===== src/rtl/fmul_seq.sv =====
// Multi-cycle IEEE-754 binary32 multiplier: radix-4 Booth significand array
// (2 multiplier bits per cycle, 12 iterations) followed by one normalize/round cycle.
module fmul_seq #(
    parameter bit SPECIAL_FAST = 1'b0
) (
    input  logic        clk,
    input  logic        reset,
    input  logic        req,
    input  logic [31:0] x,
    input  logic [31:0] y,
    output logic        busy,
    output logic        valid,
    output logic [31:0] rslt,
    output logic [4:0]  flag
);

    localparam logic [3:0] CNT_IDLE   = 4'd0;
    localparam logic [3:0] CNT_FIRST  = 4'd1;
    localparam logic [3:0] CNT_FINISH = 4'd13;

    logic [3:0]  r_cnt;
    logic        r_busy;
    logic        r_valid;
    logic [31:0] r_rslt;
    logic [4:0]  r_flag;
    logic        r_sign;
    logic [9:0]  r_exp;
    logic [23:0] r_frx;
    logic [25:0] r_mplr;
    logic        r_mprev;
    logic [49:0] r_acc;
    logic        r_spec;
    logic [31:0] r_spec_rslt;
    logic [4:0]  r_spec_flag;

    logic        w_sign;
    logic        w_xnan;
    logic        w_ynan;
    logic        w_xsnan;
    logic        w_ysnan;
    logic        w_xinf;
    logic        w_yinf;
    logic        w_xzero;
    logic        w_yzero;
    logic        w_spec;
    logic [31:0] w_spec_rslt;
    logic [4:0]  w_spec_flag;

    logic [25:0] w_xe;
    logic [25:0] w_pp;
    logic [49:0] w_sum;

    logic [47:0] w_p;
    logic [22:0] w_mant;
    logic        w_guard;
    logic        w_sticky;
    logic        w_rnd;
    logic [23:0] w_mrnd;
    logic [9:0]  w_fexp;
    logic        w_uflow;
    logic        w_oflow;
    logic [31:0] w_rslt;
    logic [4:0]  w_flag;
    logic        w_finish;

    assign w_sign  = x[31] ^ y[31];
    assign w_xnan  = (x[30:23] == 8'hff) && (x[22:0] != 23'h0);
    assign w_ynan  = (y[30:23] == 8'hff) && (y[22:0] != 23'h0);
    assign w_xsnan = w_xnan && !x[22];
    assign w_ysnan = w_ynan && !y[22];
    assign w_xinf  = (x[30:23] == 8'hff) && (x[22:0] == 23'h0);
    assign w_yinf  = (y[30:23] == 8'hff) && (y[22:0] == 23'h0);
    // Denormals are flushed: any zero exponent counts as a zero operand.
    assign w_xzero = (x[30:23] == 8'h00);
    assign w_yzero = (y[30:23] == 8'h00);

    always_comb begin
        w_spec      = 1'b1;
        w_spec_rslt = 32'h0;
        w_spec_flag = 5'h00;
        if (w_xnan) begin
            w_spec_rslt = x | 32'h0040_0000;
            w_spec_flag = {w_xsnan | w_ysnan, 4'h0};
        end else if (w_ynan) begin
            w_spec_rslt = y | 32'h0040_0000;
            w_spec_flag = {w_ysnan, 4'h0};
        end else if ((w_xinf && w_yzero) || (w_xzero && w_yinf)) begin
            w_spec_rslt = 32'hffc0_0000;
            w_spec_flag = 5'h10;
        end else if (w_xinf || w_yinf) begin
            w_spec_rslt = {w_sign, 31'h7f80_0000};
        end else if (w_xzero || w_yzero) begin
            w_spec_rslt = {w_sign, 31'h0};
        end else begin
            w_spec = 1'b0;
        end
    end

    assign w_xe = {2'b00, r_frx};

    always_comb begin
        w_pp = 26'h0;
        case ({r_mplr[1:0], r_mprev})
            3'b001, 3'b010: w_pp = w_xe;
            3'b011:         w_pp = w_xe << 1;
            3'b100:         w_pp = -(w_xe << 1);
            3'b101, 3'b110: w_pp = -w_xe;
            default:        w_pp = 26'h0;
        endcase
    end

    assign w_sum = r_acc + {w_pp, 24'h0};

    // Twelve Booth digits leave the top multiplier bit pending as a final +1 digit;
    // it sits in r_mprev after the last shift and is folded in here.
    assign w_p = r_acc[47:0] + (r_mprev ? {r_frx, 24'h0} : 48'h0);

    always_comb begin
        if (w_p[47]) begin
            w_mant   = w_p[46:24];
            w_guard  = w_p[23];
            w_sticky = |w_p[22:0];
        end else begin
            w_mant   = w_p[45:23];
            w_guard  = w_p[22];
            w_sticky = |w_p[21:0];
        end
    end

    assign w_rnd   = w_guard & (w_sticky | w_mant[0]);
    assign w_mrnd  = {1'b0, w_mant} + {23'h0, w_rnd};
    assign w_fexp  = r_exp + {9'h0, w_p[47]} + {9'h0, w_mrnd[23]};
    assign w_uflow = w_fexp[9] || (w_fexp == 10'h0);
    assign w_oflow = !w_fexp[9] && (w_fexp >= 10'd255);

    always_comb begin
        w_rslt = {r_sign, w_fexp[7:0], w_mrnd[22:0]};
        w_flag = {4'h0, w_guard | w_sticky};
        if (r_spec) begin
            w_rslt = r_spec_rslt;
            w_flag = r_spec_flag;
        end else if (w_uflow) begin
            w_rslt = {r_sign, 31'h0};
            w_flag = 5'h03;
        end else if (w_oflow) begin
            w_rslt = {r_sign, 31'h7f80_0000};
            w_flag = 5'h05;
        end
    end

    assign w_finish = (r_cnt == CNT_FINISH) ||
                      (SPECIAL_FAST && (r_cnt == CNT_FIRST) && r_spec);

    // Control and datapath share one block: cnt 0 idle, 1..12 Booth steps, finish last.
    always_ff @(posedge clk or negedge reset) begin
        if (!reset) begin
            r_cnt       <= CNT_IDLE;
            r_busy      <= 1'b0;
            r_valid     <= 1'b0;
            r_rslt      <= 32'h0;
            r_flag      <= 5'h00;
            r_sign      <= 1'b0;
            r_exp       <= 10'h0;
            r_frx       <= 24'h0;
            r_mplr      <= 26'h0;
            r_mprev     <= 1'b0;
            r_acc       <= 50'h0;
            r_spec      <= 1'b0;
            r_spec_rslt <= 32'h0;
            r_spec_flag <= 5'h00;
        end else begin
            r_valid <= 1'b0;
            if (r_cnt == CNT_IDLE) begin
                if (req) begin
                    r_sign      <= w_sign;
                    r_exp       <= {2'b00, x[30:23]} + {2'b00, y[30:23]} - 10'd127;
                    r_frx       <= {1'b1, x[22:0]};
                    r_mplr      <= {3'b001, y[22:0]};
                    r_mprev     <= 1'b0;
                    r_acc       <= 50'h0;
                    r_spec      <= w_spec;
                    r_spec_rslt <= w_spec_rslt;
                    r_spec_flag <= w_spec_flag;
                    r_busy      <= 1'b1;
                    r_cnt       <= CNT_FIRST;
                end
            end else if (w_finish) begin
                r_rslt  <= w_rslt;
                r_flag  <= w_flag;
                r_valid <= 1'b1;
                r_busy  <= 1'b0;
                r_cnt   <= CNT_IDLE;
            end else begin
                r_acc   <= {{2{w_sum[49]}}, w_sum[49:2]};
                r_mplr  <= {2'b00, r_mplr[25:2]};
                r_mprev <= r_mplr[1];
                r_cnt   <= r_cnt + 4'd1;
            end
        end
    end

    assign busy  = r_busy;
    assign valid = r_valid;
    assign rslt  = r_rslt;
    assign flag  = r_flag;

endmodule


===== config.mk =====
export PLATFORM = sky130hd
export DESIGN_NAME = fmul_seq
export DESIGN_NICKNAME = d
export VERILOG_FILES = /design/src/rtl/fmul_seq.sv
export SDC_FILE = /design/constraint.sdc
export NUM_CORES = 1
export LEC_CHECK = 0
export ABC_CLOCK_PERIOD_IN_PS = 9950
export CORE_UTILIZATION = 50
export CTS_CLUSTER_SIZE = 30
export DETAILED_ROUTE_END_ITERATION = 7
export PLACE_DENSITY = 0.73
export SLEW_MARGIN = 40
export SYNTH_ARGS = -nofsm -noshare
export SYNTH_HDL_FRONTEND = slang
export SYNTH_SLANG_ARGS = --single-unit

===== constraint.sdc =====
create_clock -name clk -period 9.95 [get_ports clk]
set_input_delay 1.99 -clock clk [delete_from_list [all_inputs] [get_ports clk]]
set_output_delay 1.99 -clock clk [all_outputs]
set_load 0.01 [all_outputs]

==> summary.txt <==
Route
  – Drt first pass iters: 8
  – Via density: 6.24
  – Final wirelength: 40300 um
  – Routed via count: 12700
  – ANT nets after route: 0
  – Drt wl/cell: 19.8 um
  – # DRC: 5
  – Initial DRC count: ~1300

Global route
  – Initial antenna violation count: 1
  – First-pass GRT wire length: 65100 um
  – Vias in the first global route: around 12000
  – Grt ovf: 0
  – GRT Util Overall: 0.295
  – Largest net degree at the start of global routing: 93

Synthesis
  – Asr flop ratio synth: 1.00
  – Seq cells post-synth: 184
  – Adder-Cell Fraction of Synth Area: 0.0698
  – Largest area contributor in the netlist: dfrtp_1
  – Synth Warn #: 0
  – Cell area after synthesis: 0.0135 sq mm
  – Most common cell in the netlist: nand2_1
  – Post-synthesis area per instance: between 8 and 9 sq um
  – XOR/XNOR Fraction of Synth Area: 0.0707
  – Multiplexer area fraction after synthesis: 0.0256
  – Post-synth top cells: 236 x nand2_1, 184 x dfrtp_1, 176 x nor2_1
  – Synth Area in Compound Gates: 0.220
  – Largest family of logic cells by synthesized area: simple AND/OR/NAND/NOR gates
  – Number of flops mapped to enable cells by yosys: 0
  – Main synth FF type: dfrtp_1
  – Sequential element share of the synthesized area: 0.341
  – Top cell type's share of synthesized area: 0.341
  – Synth Area in Simple Gates: 0.227
  – Synth area leaders: dfrtp_1 34%, nand2_1 6.6%, ha_1 6.4%
  – Net count after synthesis: 1798
  – Synth unique cells: 84
  – Cell count after synthesis: 1658

Worst setup path
  – FF-to-FF setup slack: 2.47 ns
  – CP max-delay cell: nor4_1
  – Arrival time at the worst endpoint: 7.84 ns
  – Critical path type: reg2reg
  – Top delay family on crit path: simple AND/OR/NAND/NOR gates
  – CP bufs+invs: 4
  – Most used cell, CP: buf_4
  – Critical path fanouts, max: 41
  – WP data required: 10.31 ns
  – CP Capture Type: flop
  – Worst Setup Start Kind: flop
  – Max incr delay on CP: 0.53 ns

Clock tree
  – CTS Buf Count: 17
  – Clock sink count: 184
  – Clock latency on the worst-skew pair: 0.45 ns
  – CTS H-tree depth: 4
  – Cts hold-fix bufs: 0
  – TritonCTS clock tree: built
  – Clk slew on worst S/H paths: ~0.080 ns
  – Root Buffer: clkbuf_16
  – Post CTS Setup Buffer Count: 0
  – Resized cells post-CTS: 0
  – Longest Clk Path Bufs: 2

Worst hold path
  – Worst hold path type: reg2reg

Timing
  – Final setup fails: 0
  – Post-Route Setup TNS: 0 ns
  – Tcrit/Tclk final: 0.752
  – Tightest Pin Transition: 0.920 ns
  – Fin. Hold Viols: 0
  – Slew margin rel.: 0.387
  – Min Clock Period, post-route: 7.48 ns
  – RSZ-0062 raised after global routing: false
  – Setup Skew: 0.0136 ns
  – Hold_ws: slightly below 0.5 ns
  – Final slew viol count: 0
  – Fmax: about 130 MHz

Placed design
  – Global placement routability congestion: 0.950
  – Cells after DPL: 2000
  – HPWL Detailed: 29700 um
  – Port Buffers: 104

Floorplanning
  – Starting density of the core: 0.514
  – Core area: 0.0263 sq mm
  – DIE AREA: ~0.028 sq mm
  – Die X: approximately 170 um
  – Height of the chip: between 150 and 200 um
  – Placement Rows: 59
  – Ports: 106

Layout
  – Fin nets: between 1500 and 2000
  – # diodes: 0
  – Share of cells above drive strength 1: 0.0519
  – Area delta synth->final: 13.1%
  – Final std cells w/o fill: roughly 2000

Status
  – Status: finished, violations left
  – Violated checks: DRC

Pwr
  – PD cells: 416 mW/mm^2
  – Leak: approximately 6.5 nW
  – Pint: 3.17 mW
  – Clock power share: 0.108
  – NetSw: 3.19 mW
  – Comb pwr share: 0.648
  – Maximum vdd drop: 0.221 mV
  – Seq pwr share: 0.243
  – Sw frac: 0.501

Flow run
  – Max Cap Viol: 0
-- path summary, 6_finish.rpt --
kind / startpoint / end / cells past startpoint
hold / removal: rslt[23] / rslt[23] / 2
min in group asynchronous: reset / r_acc[44] / 1
max in group asynchronous: reset / r_spec_rslt[16] / 3
hold reg to reg: rslt[23] / rslt[23] / 2
setup reg to reg: r_mprev / rslt[16] / 27
setup / recovery: r_mprev / rslt[16] / 27
-- worst reg2reg max path: stages (launching register included) --
cell	delay, ns
dfrtp_1	0.35
buf_4	0.33
and2_1	0.22
ha_1	0.29
a2111oi_0	0.41
o21ai_1	0.20
nand4b_1	0.17
a211oi_1	0.13
o211a_1	0.25
nor3_1	0.39
nor2_2	0.05
buf_4	0.24
inv_2	0.48
mux2i_1	0.30
nand2_1	0.08
nor4_1	0.53
fa_1	0.33
ha_1	0.28
nand2_1	0.08
nor2_1	0.30
nand4_1	0.17
xor2_1	0.37
o41ai_1	0.22
nor4_2	0.26
buf_4	0.26
nand2_2	0.16
or3_1	0.40
o22ai_1	0.15
-- cells in the final DEF, fill, tap and decap left out, drive strengths merged, types with 11 or more instances in the layout --
cell           count
a211oi            13
a21o              23
a21oi             97
a221oi            35
a22o              32
a22oi             11
a31oi             16
and2              28
and3              12
buf               17
clkbuf            18
clkdlybuf4s50    103
dfrtp            184
ha                69
inv               42
mux2i             29
nand2            237
nand2b            13
nand3             28
nand4             16
nor2             176
nor2b             22
nor3              44
nor4              37
o21ai            111
o22ai             35
xnor2             67
xor2              40
-- power by group through the flow --
stage / combinational (mW) / sequential [mW] / clock [mW]
2_1_floorplan: 3.24 / 1.32 / 0
3_3_place_gp: 3.97 / 1.53 / 0
3_5_place_dp: 4.06 / 1.54 / 0
4_1_cts: 4.08 / 1.53 / 0.699
5_1_grt: 4.58 / 1.58 / 0.728
6_report: 4.13 / 1.55 / 0.690
-- sequential cells by signal (all words and copies together), names as in the netlist, 4 cells and up --
register,cells
rslt,32
r_cnt,4
r_spec_rslt,32
flag,4
r_frx,24
r_exp,10
r_acc,48
r_mplr,24
-- metrics by stage --
stage                     worst slack [ns]  utilization  area, sq um  total power [mW]
after global routing                  1.75        0.582        15300              6.89
final                                 2.47        0.582        15300              6.36
after global placement                2.84        0.558        14700              5.50
after detailed placement              2.67        0.559        14700              5.59
after floorplan                       3.28            -        13500              4.56
after CTS                             2.53        0.581        15300              6.31
-- metal layers --
metal,global-route usage,up-vias,wire length (um)
met2,0.464,471,18400
met3,0.0406,65,2690
li1,-,6023,-
met1,0.426,6127,18400
met4,0.0817,0,843
met5,0,-,0
-- kinds of logic (layout without fill, tap and decap cells) --
kind of cell             Yosys count  count (layout)
XOR/XNOR                         107             107
multiplexers                      34              34
AND/OR/NAND/NOR                  656             656
other                              1               1
buffers and inverters            150             189
adder cells (fa/ha/maj)           73              73
AO/OA/AOI/OAI                    453             453
flip-flops                       184             184
-- area by class of cell --
type / instances / area, sq um
clock buffers: 17 / 425
clock inverters: 15 / 175
fillers: 2357 / 11000
inverters: 36 / 135
multi-input cells: 1324 / 8350
flip-flops and latches: 184 / 4610
well taps: 335 / 419
repair buffers: 121 / 1180
No activity file was read; power rests on OpenSTA's default activity.
